--- src/rtl/reset_sequencer_pkg.sv ---
// Shared types and elaboration helpers for the reset sequencer.
package reset_sequencer_pkg;

  typedef enum logic [1:0] {
    ASSERT  = 2'd0,
    RELEASE = 2'd1,
    RUN     = 2'd2
  } rseq_state_t;

  // Bits needed to hold values 0..n-1, never less than one bit.
  function automatic int width_for(input int n);
    return (n <= 2) ? 1 : $clog2(n);
  endfunction

  function automatic int max_int(input int a, input int b);
    return (a > b) ? a : b;
  endfunction

endpackage

--- src/rtl/reset_sequencer_areset_synchronizer.sv ---
// Reset synchronizer: asserts asynchronously, deasserts after EXTRA_STAGES+1 clock edges.
module areset_synchronizer #(
  parameter int   EXTRA_STAGES = 1,
  parameter logic ACTIVE_LEVEL = 1'b0
) (
  input  logic clk,
  input  logic areset,
  output logic rst_sync
);

  localparam int N = EXTRA_STAGES + 1;

  logic [N-1:0] sync_q;

  generate
    if (ACTIVE_LEVEL == 1'b0) begin : g_active_low
      always_ff @(posedge clk or negedge areset) begin
        if (!areset) sync_q <= {N{ACTIVE_LEVEL}};
        else         sync_q <= N'({sync_q, ~ACTIVE_LEVEL});
      end
    end else begin : g_active_high
      always_ff @(posedge clk or posedge areset) begin
        if (areset) sync_q <= {N{ACTIVE_LEVEL}};
        else        sync_q <= N'({sync_q, ~ACTIVE_LEVEL});
      end
    end
  endgenerate

  assign rst_sync = sync_q[N-1];

endmodule

--- src/rtl/reset_sequencer.sv ---
// Ordered reset release: hold all outputs, then release one per gap interval in index order.
module reset_sequencer
  import reset_sequencer_pkg::*;
#(
  parameter int   STAGES       = 3,
  parameter int   HOLD_CYCLES  = 16,
  parameter int   GAP_CYCLES   = 4,
  parameter logic ACTIVE_LEVEL = 1'b1
) (
  input  logic              clk,
  input  logic              areset,
  input  logic              req,
  output logic [STAGES-1:0] rst_out,
  output logic              done
);

  localparam int CNT_W = width_for(max_int(HOLD_CYCLES, GAP_CYCLES));
  localparam int IDX_W = width_for(STAGES);

  localparam logic [STAGES-1:0] ALL_ON    = {STAGES{ACTIVE_LEVEL}};
  localparam logic [CNT_W-1:0]  HOLD_LAST = CNT_W'(HOLD_CYCLES - 1);
  localparam logic [CNT_W-1:0]  GAP_LAST  = CNT_W'(GAP_CYCLES - 1);
  localparam logic [IDX_W-1:0]  IDX_LAST  = IDX_W'(STAGES - 1);

  logic rst_n;

  rseq_state_t       state_q, state_d;
  logic [CNT_W-1:0]  cnt_q, cnt_d;
  logic [IDX_W-1:0]  idx_q, idx_d;
  logic [STAGES-1:0] rst_q, rst_d;
  logic              done_q, done_d;

  areset_synchronizer #(
    .EXTRA_STAGES (1),
    .ACTIVE_LEVEL (1'b0)
  ) u_areset_sync (
    .clk      (clk),
    .areset   (areset),
    .rst_sync (rst_n)
  );

  always_comb begin
    state_d = state_q;
    cnt_d   = cnt_q;
    idx_d   = idx_q;
    rst_d   = rst_q;
    done_d  = done_q;

    if (req) begin
      // Software request restarts the whole sequence from full assertion.
      state_d = ASSERT;
      cnt_d   = '0;
      idx_d   = '0;
      rst_d   = ALL_ON;
      done_d  = 1'b0;
    end else begin
      unique case (state_q)
        ASSERT: begin
          if (cnt_q == HOLD_LAST) begin
            rst_d[0] = ~ACTIVE_LEVEL;
            cnt_d    = '0;
            if (STAGES == 1) begin
              state_d = RUN;
              done_d  = 1'b1;
            end else begin
              idx_d   = IDX_W'(1);
              state_d = RELEASE;
            end
          end else begin
            cnt_d = cnt_q + CNT_W'(1);
          end
        end

        RELEASE: begin
          if (cnt_q == GAP_LAST) begin
            for (int i = 0; i < STAGES; i++) begin
              if (idx_q == IDX_W'(i)) rst_d[i] = ~ACTIVE_LEVEL;
            end
            cnt_d = '0;
            if (idx_q == IDX_LAST) begin
              state_d = RUN;
              done_d  = 1'b1;
            end else begin
              idx_d = idx_q + IDX_W'(1);
            end
          end else begin
            cnt_d = cnt_q + CNT_W'(1);
          end
        end

        RUN: begin
          state_d = RUN;
        end

        default: begin
          state_d = ASSERT;
          cnt_d   = '0;
          idx_d   = '0;
          rst_d   = ALL_ON;
          done_d  = 1'b0;
        end
      endcase
    end
  end

  // Every register clears asynchronously, so outputs assert the moment areset falls.
  always_ff @(posedge clk or negedge rst_n) begin
    if (!rst_n) begin
      state_q <= ASSERT;
      cnt_q   <= '0;
      idx_q   <= '0;
      rst_q   <= ALL_ON;
      done_q  <= 1'b0;
    end else begin
      state_q <= state_d;
      cnt_q   <= cnt_d;
      idx_q   <= idx_d;
      rst_q   <= rst_d;
      done_q  <= done_d;
    end
  end

  assign rst_out = rst_q;
  assign done    = done_q;

endmodule
--- config.mk ---
export PLATFORM = sky130hd
export DESIGN_NAME = reset_sequencer
export DESIGN_NICKNAME = d
export VERILOG_FILES = /design/src/rtl/reset_sequencer_pkg.sv /design/src/rtl/reset_sequencer_areset_synchronizer.sv /design/src/rtl/reset_sequencer.sv
export SDC_FILE = /design/constraint.sdc
export NUM_CORES = 1
export LEC_CHECK = 0
export CAP_MARGIN = 40
export CORE_MARGIN = 2
export CORE_UTILIZATION = 54
export DETAILED_ROUTE_END_ITERATION = 8
export PLACE_DENSITY = 0.75
export SLEW_MARGIN = 40
export SYNTH_ARGS = -nofsm -noshare
export SYNTH_HDL_FRONTEND = slang
export SYNTH_SLANG_ARGS = --single-unit
--- constraint.sdc ---
create_clock -name clk -period 0.8 [get_ports clk]
set_clock_uncertainty 0.05 [all_clocks]
set_input_delay 0.2 -clock clk [delete_from_list [all_inputs] [get_ports clk]]
set_output_delay 0.2 -clock clk [all_outputs]
set_load 0.03 [all_outputs]
## Yosys cells after proc, flatten, opt, wreduce, memory -nomap -nowiden

Cells that the tools add are included.

| word-level totals | value |
|---|---|
| flip-flop bits (word level) | 14 |
| bits of input ports | 3 |
| output and inout bits | 4 |

| operators by class | value |
|---|---|
| add/subtract/negate cells | 2 |
| equal/unequal tests | 14 |
| mux-type cells | 25 |
| reductions and logical operators | 8 |

Operator list:

| cell | number |
|---|---|
| $ne 3x3->1 const B | 6 |
| $mux 2 | 7 |
| $mux 4 | 3 |
| $pmux 2 s3 | 2 |
| $pmux 4 s3 | 1 |
| $reduce_and 3->1 | 3 |
| $reduce_and 4->1 | 2 |
| $mux 1 | 7 |
| $mux 3 | 2 |
| $add 4x1->4 const B | 1 |
| $eq 2x1->1 const B | 2 |
| $eq 2x2->1 const B | 2 |
| $eq 4x2->1 const B | 1 |
| $eq 4x4->1 const B | 1 |
| $logic_not 2->1 | 2 |
| $pmux 2 s2 | 1 |
| $pmux 1 s3 | 1 |
| $add 2x1->2 const B | 1 |
| $ne 2x1->1 const B | 1 |
| $ne 2x2->1 const B | 1 |
| $pmux 1 s2 | 1 |
| $reduce_or 2->1 | 1 |

## Longest topological paths before layout

Gate-level depths: netlist of the first run.

| depth | value |
|---|---|
| word-level depth | 5 |
| gate-level depth with buffers | 7 |

## Cells and area by module

Synthesis of the first run repeated with hierarchy kept, for this count alone.

| second synthesis, totals | value |
|---|---|
| cells, all modules | 80 |
| area total of the unflattened synthesis | 789.5 um^2 |

By module, submodules not included:

| module | times used | cells each | area each (um^2) | sequential area each (um^2) |
|---|---|---|---|---|
| reset_sequencer | 1 | 77 | 735.7 | 304.0 |
| areset_synchronizer | 1 | 3 | 53.8 | 50.0 |

## Worst setup path after synthesis of the first run

No wires, ideal clock.

| timing | value |
|---|---|
| path type | reg2reg |
| start | reg state_q[1] |
| end | reg idx_q[1] |
| library setup time | 95 ps |
| arrival time | 1482 ps |
| data required time | 655 ps |
| setup slack | -827 ps |
| cell stages (with the launch flop) | 8 |
| path buffers | 1 |
| period minus slack after synthesis | 1627 ps |
| cells stage by stage | dfrtp_1 > inv_1 > ha_1 > and4b_1 > nor4_2 > buf_6 > o21ai_0 > o31ai_1 |

| between the ends | value |
|---|---|
| word-level cells in the longest chain between the ends | 3 |

Ends and longest elaborated chain:

| element | line | RTL |
|---|---|---|
| start: declaration | reset_sequencer.sv:27 | `rseq_state_t state_q, state_d;` |
| start signal: assignment | reset_sequencer.sv:115 | `state_q <= state_d;` |
| $eq 2x1->1, or another cell as far along | reset_sequencer.sv:57 | `unique case (state_q)` |
| $ne 3x3->1 (no source line), or another cell as far along | -- |  |
| $reduce_and 4->1 (no source line) or $mux 2 (tied branches) | -- |  |
| end signal: assignment | reset_sequencer.sv:117 | `idx_q <= idx_d;` |
| end: declaration | reset_sequencer.sv:29 | `logic [IDX_W-1:0] idx_q, idx_d;` |

Parallel ways exist; a longest one is shown, timed or not.
A chain may end at the register's enable or synchronous reset.

## Worst setup path after layout of the first run

| timing | value |
|---|---|
| start | reg state_q[1] |
| end | reg state_q[1] |

| between the ends | value |
|---|---|
| word-level cells in the longest chain between the ends | 3 |

Ends and longest elaborated chain:

| element | line |
|---|---|
| $eq 2x1->1, or another cell as far along | reset_sequencer.sv:57 |
| $ne 3x3->1 (no source line) or $pmux 2 s3 (tied branches) | -- |
| $reduce_and 3->1 (no source line) or $mux 2 (tied branches) | -- |

Parallel ways exist; a longest one is shown, timed or not.

==> metrics.txt, run 1 <==
WP data required 910 ps; Critical Path End Type flop; Avg Cell Area, Syn 9.54 um^2; pin count of the biggest net entering global routing 13; Die Y 43.0 um; max-cap violations 0; clk sinks 14; wire length on met3 72 um; Met1 Wirelength 1.02 mm; delay-heaviest family, CP simple AND/OR/NAND/NOR gates; DIE AREA 0.00185 mm^2; final wirelength 2.39 mm; outcome finished, violations left; violated checks negative setup slack; core region area 0.00147 mm^2; Post-synth EDFFs 0; YS warnings 0; share of cells above drive strength 1 53.1%; DR WL/cell 16.4 um; metal2 WL 1.25 mm; post-synthesis net count 97; CTS buffer count 3; Worst-path clk slew 90 ps; max-slew violations 0; DR DRC count 0; CTS tree built; Peak Freq 561 MHz; clk root buf clkbuf_4; Layout area overhead 61.4%; Seq cells post-synth 14; most common cell after layout, fill and taps aside buf_4; Via Count 790; Top Ports 7; die width 43.0 um; All-Layer GR Usage 21.4%; drt first pass iters 4; Worst-Skew Late Latency 290 ps; Stages on worst setup path 8; Pwr Density 2780 mW/mm^2; leak pwr 0.000614 uW; Fin. Hold Viols 0; Final Non-Filler Cells 146; critical-path cell list inv_2 -> ha_4 -> buf_6 -> nor2_4 -> nor4_4 -> buf_4 -> nand4bb_1 -> o311ai_1; most frequent cells in the layout buf_4, nand2_1, buf_6; vias in the first global route 718; period utilization 223%; DR vias/cell 5.41; CP Data Arrival Time 1890 ps; Post-Syn Area 821 um^2; Layout Nets 142; Finish-stage setup viols 16; final worst path period need 1780 ps; startpoint types flop; fillers 61; CP max-delay cell dfrtp_1; max layer used met4; row count 14; number of I/O port buffers 6; Routed Antenna Nets 0; gpl congestion 0.777; CP Buf/Inv Count 3; fraction of the yosys area taken by sequential cells 43.1%; clk buf depth 2; reg2reg path depth 8; CP max FO 5; Synth Instances 86; H-tree level count 1; initial antenna violation count 0; initial drt markers 6; diode count 0; dpl hpwl 1.34 mm; Initial Util 55.8%; Synth cell types 30; unrepaired setup endpoints after global routing yes; Final Worst Setup Slack -983 ps; first-pass GRT wire length 2.90 mm; slowest stage delay, CP 400 ps; Crit Path Category reg2reg; Placed Cells 134; Peak VDD IR 2.02 mV; ys flop type dfrtp_1; total power draw 3680 uW; total congestion overflow 0; post-synthesis async set-or-reset flop share 100%; Tightest Hold Check Type in2async
## stage by stage
step | worst slack, ps | hold WS, ps | util (%) | TNS (ps) | instance area, um^2
floorplan | -790 | -146 | - | -7240 | 861
global placement | -814 | 110 | 76.4 | -8280 | 1120
detailed placement | -850 | 122 | 76.4 | -8620 | 1120
CTS | -868 | 4.46 | 82.8 | -9880 | 1220
global route | -1060 | 9.49 | 90.1 | -11180 | 1330
finish | -983 | 4.83 | 90.1 | -10270 | 1330
## repair_timing
action                                  in CTS  in global routing
hold buffers                                 0                  0
gates cloned                                 0                  1
resized for setup                           10                 15
hold endpoints to repair                     0                  0
setup buffers                                3                  4
endpoints found under the setup margin      16                 16
pin swaps                                    7                  9
## worst paths after layout
check / startpoint / to / slack [ps]
max: state_q[1] / state_q[1] / -980
min: areset / u_areset_sync.sync_q[0] / 5
min in group clk: u_areset_sync.sync_q[0] / u_areset_sync.sync_q[1] / 310
min reg2reg: u_areset_sync.sync_q[1] / state_q[1] / 160
max reg2reg: state_q[1] / state_q[1] / -980
max in group asynchronous: u_areset_sync.sync_q[1] / rst_out[1] / 310
## where the power goes
group	leakage (uW)	switching (uW)	internal, uW
clock	0.0000210	263	278
sequential	0.000170	141	877
combinational	0.000422	997	1120
total	0.000614	1400	2280
## kinds of logic (layout without fill, tap and decap cells)
| group | count (synthesis) | count (layout) | share of synthesized area (%) |
|---|---|---|---|
| adder cells (fa/ha/maj) | 8 | 8 | 12.2 |
| flip-flops | 14 | 14 | 43.1 |
| other | 1 | 1 | 0.457 |
| AND/OR/NAND/NOR | 34 | 34 | 23.9 |
| buffers and inverters | 10 | 54 | 5.79 |
| AO/OA/AOI/OAI | 19 | 19 | 14.5 |
## synthesized netlist by cell type, drive strengths merged (2+ instances only)
cell type | number | area (um^2)
nand2 | 13 | 48.8
ha | 8 | 100
buf | 3 | 21.3
nor2b | 3 | 21.3
o31ai | 2 | 15.0
o21ai | 8 | 43.8
dfstp | 3 | 78.8
a21oi | 5 | 28.8
dfrtp | 11 | 275
nor2 | 6 | 22.5
inv | 7 | 26.3
nor3 | 2 | 10.0
nand3b | 2 | 15.0
## per-layer routing
layer / vias to the layer above / track usage [%]
met3: 7 / 4.26
met2: 18 / 34.2
met4: 0 / 13.3
li1: 381 / -
met1: 384 / 26.1
met5: - / 0
## state kept, by name, indices dropped and copies added, names as in the netlist
register              count
done                      1
cnt_q                     4
u_areset_sync.sync_q      2
state_q                   2
idx_q                     2
rst_out                   3
## cell type report
cell class                      instances  area [um^2]  share of cell area (%)
Tap cell                               16         20.0                    1.51
Clock buffer                            4         36.3                    2.74
Sequential cell                        14          358                    27.0
Timing Repair Buffer                   43          359                    27.1
Inverter                                7         26.3                    1.98
Multi-Input combinational cell         62          526                    39.7
Note: power is estimated with default switching activity, not from simulation.
==> run 2, diff against run 1 <==
--- a/config.mk
+++ b/config.mk
@@ -12,3 +12,2 @@
 export PLACE_DENSITY = 0.75
-export SLEW_MARGIN = 40
 export SYNTH_ARGS = -nofsm -noshare
==> constraint.sdc (replaced) <==
create_clock -name clk -period 0.8 [get_ports clk]
set_clock_uncertainty 0.05 [all_clocks]
set_input_delay 0.16 -clock clk [delete_from_list [all_inputs] [get_ports clk]]
set_output_delay 0.16 -clock clk [all_outputs]
set_load 0.03 [all_outputs]
==> metrics.txt, run 2 (same netlist as run 1, synthesis figures left out) <==
Finish-stage setup viols 16; Peak Freq 569 MHz; slowest stage delay, CP 400 ps; All-Layer GR Usage 21.8%; Reg-to-Reg End idx_q[1]; pin count of the biggest net entering global routing 13; share of cells above drive strength 1 57.0%; Critical Path End Type flop; startpoint types flop; Crit Path Category reg2reg; most frequent cells in the layout buf_4, nand2_1, buf_6; leak pwr 0.000644 uW; Setup crit start state_q[1]; H-tree level count 1; WP data required 930 ps; Post-Route Utilization 94.6%; vias in the first global route 729; dpl hpwl 1.34 mm; Tightest Hold Check Type reg2async; violated checks negative setup slack; Routed Antenna Nets 0; Top Ports 7; Critical R2R Launch state_q[1]; unrepaired setup endpoints after global routing yes; critical-path cell list inv_2 -> ha_4 -> buf_6 -> buf_4 -> nor2b_2 -> a21o_1 -> o21ai_1 -> o31ai_1; CTS tree built; Worst-Skew Late Latency 310 ps; Layout area overhead 69.5%; clk root buf clkbuf_4; die width 43.0 um; core region area 0.00147 mm^2; Initial Util 55.8%; setup TNS -11050 ps; outcome finished, violations left; Min Hold Slack 129 ps; DR vias/cell 6.08; Layout Nets 147; initial drt markers 39; number of I/O port buffers 6; drt first pass iters 4; Biggest register cnt_q; CP max FO 4; final worst path period need 1760 ps; Peak VDD IR 2.69 mV; most common cell after layout, fill and taps aside buf_4; gpl congestion 0.777; Fin. Hold Viols 0; CTS buffer count 3; Stages on worst setup path 8; Die Y 43.0 um; max-cap violations 0; DR WL/cell 20.9 um; Area after DPL 0.00112 mm^2; FF-to-FF setup slack -960 ps; Via Count 918; max reg flops 4; total power draw 4060 uW; CP Data Arrival Time 1890 ps; initial antenna violation count 0; diode count 0; clk sinks 14; CP Buf/Inv Count 3; DR DRC count 0; total congestion overflow 0; reg2reg path depth 8; first-pass GRT wire length 2.96 mm; CP max-delay cell dfrtp_1; row count 14; delay-heaviest family, CP compound AO/OA/AOI/OAI gates; clk buf depth 2; period utilization 220%; crit path to idx_q[1]; Pwr Density 2920 mW/mm^2; max-slew violations 0; Worst-path clk slew 90 ps; DIE AREA 0.00185 mm^2; final wirelength 3.16 mm; final design instance area without fill 0.00139 mm^2; Final Worst Setup Slack -959 ps
## run 2: final cells by class
cell class              instances  area, um^2
well taps                      16        20.0
inverters                       7        26.3
repair buffers                 48         404
flip-flops and latches         14         358
clock buffers                   4        36.3
multi-input cells              62         547
fillers                        43        80.1
## run 2: how the worst min path moves through the flow
stage                                    to                     from  cells after the start
global placement                   cnt_q[0]  u_areset_sync.sync_q[1]                      1
global route                       cnt_q[1]  u_areset_sync.sync_q[1]                      1
finish                             cnt_q[1]  u_areset_sync.sync_q[1]                      1
floorplan           u_areset_sync.sync_q[0]                   areset                      0
detailed placement                 idx_q[1]  u_areset_sync.sync_q[1]                      1
CTS                                cnt_q[1]  u_areset_sync.sync_q[1]                      1
## run 2: power by group
| group | total [uW] | switching (uW) | internal (uW) | leakage, uW |
|---|---|---|---|---|
| registers | 1030 | 153 | 876 | 0.000170 |
| clock network | 550 | 272 | 279 | 0.0000210 |
| logic | 2480 | 1190 | 1290 | 0.000453 |
| total | 4060 | 1610 | 2450 | 0.000644 |
## run 2: metal layers
metal / wire (um) / vias to the layer above / track usage (%)
met5: 0 / - / 0
met2: 1620 / 56 / 35.2
li1: - / 393 / -
met3: 237 / 21 / 4.26
met1: 1120 / 448 / 26.6
met4: 186 / 0 / 13.3
## run 2: timing repair
| action | CTS | global route |
|---|---|---|
| hold buffers | 1 | 0 |
| resized for setup | 10 | 24 |
| cloned | 0 | 2 |
| setup endpoints to repair | 16 | 16 |
| hold endpoints to repair | 2 | 0 |
| buffers inserted | 3 | 8 |
| pin swaps | 7 | 14 |
## run 2: metrics by stage
stage / cells / setup WS, ps
6_report: 151 / -959
5_1_grt: 151 / -1190
4_1_cts: 142 / -868
3_5_place_dp: 134 / -850
3_3_place_gp: 134 / -814
2_1_floorplan: 86 / -790
## run 2: worst reg2reg max path: stages, from the launching register on
cell	delay, ps
dfrtp_1	400
inv_2	90
ha_4	180
buf_6	120
buf_4	140
nor2b_2	160
a21o_1	190
o21ai_1	190
o31ai_1	120
==> run 3, diff against run 2 <==
- CTS_BUF_LIST: not set -> sky130_fd_sc_hd__clkbuf_16
==> metrics.txt, run 3 <==
outcome did not finish; failing step 5_1_grt; tool error [ERROR DPL-0038] Utilization greater than 100%, impossible to legalize; clk sinks 14; Post-Syn Area 821 um^2; clk root buf clkbuf_16; H-tree level count 1; Area after DPL 0.00112 mm^2; largest family of logic cells by synthesized area simple AND/OR/NAND/NOR gates; Top Ports 7; pin count of the biggest net entering global routing 13; die width 43.0 um; WEP type sequential cell input; Avg Cell Area, Syn 9.54 um^2; most frequent cells after synthesis nand2_1, dfrtp_1, ha_1; Synth Instances 86; Synth top area share 33.5%; row count 14; Compound-Gate Fraction of Synth Area 14.5%; clk buf depth 2; dominant cell type by area after synthesis dfrtp_1; number of I/O port buffers 6; Post-Synth Simple-Gate Area 23.9%; Seq cells post-synth 14; Synth area leaders dfrtp_1, ha_1, dfstp_2, nand2_1, o21ai_0; post-synthesis async set-or-reset flop share 100%; mux cell area share after synthesis 0%; fraction of the yosys area taken by sequential cells 43.1%; ys flop type dfrtp_1; gpl congestion 0.777; post-cts hold buffer count 0; Post-synth EDFFs 0; Post-Synth XOR/XNOR Area 0%; dpl hpwl 1.34 mm; post-synthesis net count 97; Worst EP post-GRT repair state_q[1]$_DFFE_PN0P_/D; YS warnings 0; Initial Util 55.8%; adder-cell share of the synthesized area 12.2%; Die Y 43.0 um; count leader, synth nand2_1; CTS buffer count 3; Synth cell types 30
==> run 3: cell counts after synthesis <==
No cell type changed its count.
==> run 3: logic make-up after synthesis <==
family          count (synthesis)
compound gates                 19
fa+ha+maj                       8
buf+inv                        10
flops                          14
other cells                     1
simple gates                   34
==> run 3: timing repair <==
item / 4_1_cts
endpoints found under the setup margin: 16
resized for setup: 31
cloned: 1
pin swaps: 16
buffers inserted: 7
==> run 3: per-stage QoR <==
stage / setup slack [ps] / cells / hold WS, ps
after floorplan: -790 / 86 / -186
after detailed placement: -850 / 134 / 122
after CTS: -856 / 144 / 28.9
after global placement: -814 / 134 / 110
==> run 4, diff against run 3 <==
- CORE_AREA: not set -> 2 2 63 65
- CORE_MARGIN: 2 -> not set
- CORE_UTILIZATION: 54 -> not set
- CTS_BUF_LIST: sky130_fd_sc_hd__clkbuf_16 -> not set
- DIE_AREA: not set -> 0 0 65 67
- PLACE_DENSITY: 0.75 -> not set
- PLACE_DENSITY_LB_ADDON: not set -> 0.15
==> metrics.txt, run 4 (same netlist as run 1, synthesis figures left out) <==
CTS buffer count 3; clk root buf clkbuf_8; initial antenna violation count 0; delay-heaviest family, CP simple AND/OR/NAND/NOR gates; CP Buf/Inv Count 3; Final Non-Filler Cells 176; dpl hpwl 1.48 mm; first-pass GRT wire length 3.52 mm; violated checks negative setup slack; max-slew violations 0; max-cap violations 0; share of cells above drive strength 1 53.1%; All-Layer GR Usage 11.0%; slowest stage delay, CP 390 ps; Peak Freq 619 MHz; Peak VDD IR 1.68 mV; critical-path cell list inv_2 -> ha_4 -> buf_6 -> nor2_4 -> nor4_4 -> buf_4 -> nand4bb_1 -> o311ai_1; most frequent cells in the layout buf_4, nand2_1, buf_6; final worst path period need 1620 ps; DR WL/cell 11.7 um; Pwr Density 2770 mW/mm^2; row count 22; number of I/O port buffers 6; core region area 0.00361 mm^2; max reg flops 4; DR vias/cell 4.19; Initial Util 22.8%; Layout area overhead 71.8%; Layout Nets 140; CP max-delay cell dfrtp_1; period utilization 202%; Routed Antenna Nets 0; Tightest Hold Check Type in2async; clk sinks 14; total power draw 3900 uW; leak pwr 0.000615 uW; Via Count 738; clk buf depth 2; most common cell after layout, fill and taps aside buf_4; Biggest register cnt_q; unrepaired setup endpoints after global routing yes; Fin. Hold Viols 0; pin count of the biggest net entering global routing 13; Crit Path Category reg2reg; drt first pass iters 4; Finish-stage setup viols 16; CP Data Arrival Time 1690 ps; final wirelength 2.06 mm; Worst-path clk slew 70 ps; outcome finished, violations left; H-tree level count 1; Worst-Skew Late Latency 250 ps; die width 65 um; Critical Path End Type flop; initial drt markers 6; vias in the first global route 774; Top Ports 7; total congestion overflow 0; startpoint types flop; gpl congestion 0.690; CP max FO 3; diode count 0; post-cts hold buffer count 0; Die Y 67 um; DR DRC count 0; Placed Cells 161; DIE AREA 0.00436 mm^2; Final Worst Setup Slack -815 ps; WP data required 880 ps; CTS tree built
-- run 4: what timing repair did --
action                     CTS  global route
pin swaps                   14             3
setup endpoints to repair   16            16
setup buffers                8             4
gates resized for setup     26             7
-- run 4: final timing paths --
kind / from / end / slack (ps) / cells past startpoint
setup / recovery: state_q[1] / state_q[1] / -820 / 8
max in group asynchronous: u_areset_sync.sync_q[1] / rst_out[1] / 350 / 1
hold reg to reg: u_areset_sync.sync_q[1] / cnt_q[3] / 110 / 1
setup reg to reg: state_q[1] / state_q[1] / -820 / 8
min in group clk: u_areset_sync.sync_q[0] / u_areset_sync.sync_q[1] / 300 / 0
hold / removal: areset / u_areset_sync.sync_q[0] / 20 / 1
-- run 4: metrics by stage --
step	area [um^2]	hold slack (ps)	util, %	setup WS, ps	setup TNS, ps
detailed placement	1140	130	31.6	-910	-8990
global route	1410	24.9	39.1	-899	-10280
floorplan	861	-186	-	-790	-7120
global placement	1140	129	31.6	-854	-8760
CTS	1350	11.2	37.4	-825	-9330
finish	1410	18.8	39.1	-815	-9120
-- run 4: cell type report --
class	count	area, um^2
multi-input combinational	62	549
tap	48	60.1
clock buffer	4	55.1
fill	359	2200
inverter	7	28.8
timing repair buffer	41	359
sequential	14	358
-- run 4: routing by layer --
| metal | track usage [%] | up-vias | wire length, um |
|---|---|---|---|
| met4 | 4.79 | 0 | 29 |
| met3 | 2.53 | 2 | 58 |
| met2 | 19.6 | 13 | 1060 |
| met5 | 0 | - | 0 |
| met1 | 12.5 | 343 | 915 |
| li1 | - | 380 | - |
-- run 4: power breakdown --
| part | total (uW) | switching (uW) | leakage [uW] | internal (uW) |
|---|---|---|---|---|
| combinational | 2170 | 942 | 0.000416 | 1230 |
| clock | 716 | 280 | 0.0000288 | 437 |
| sequential | 1010 | 135 | 0.000170 | 878 |
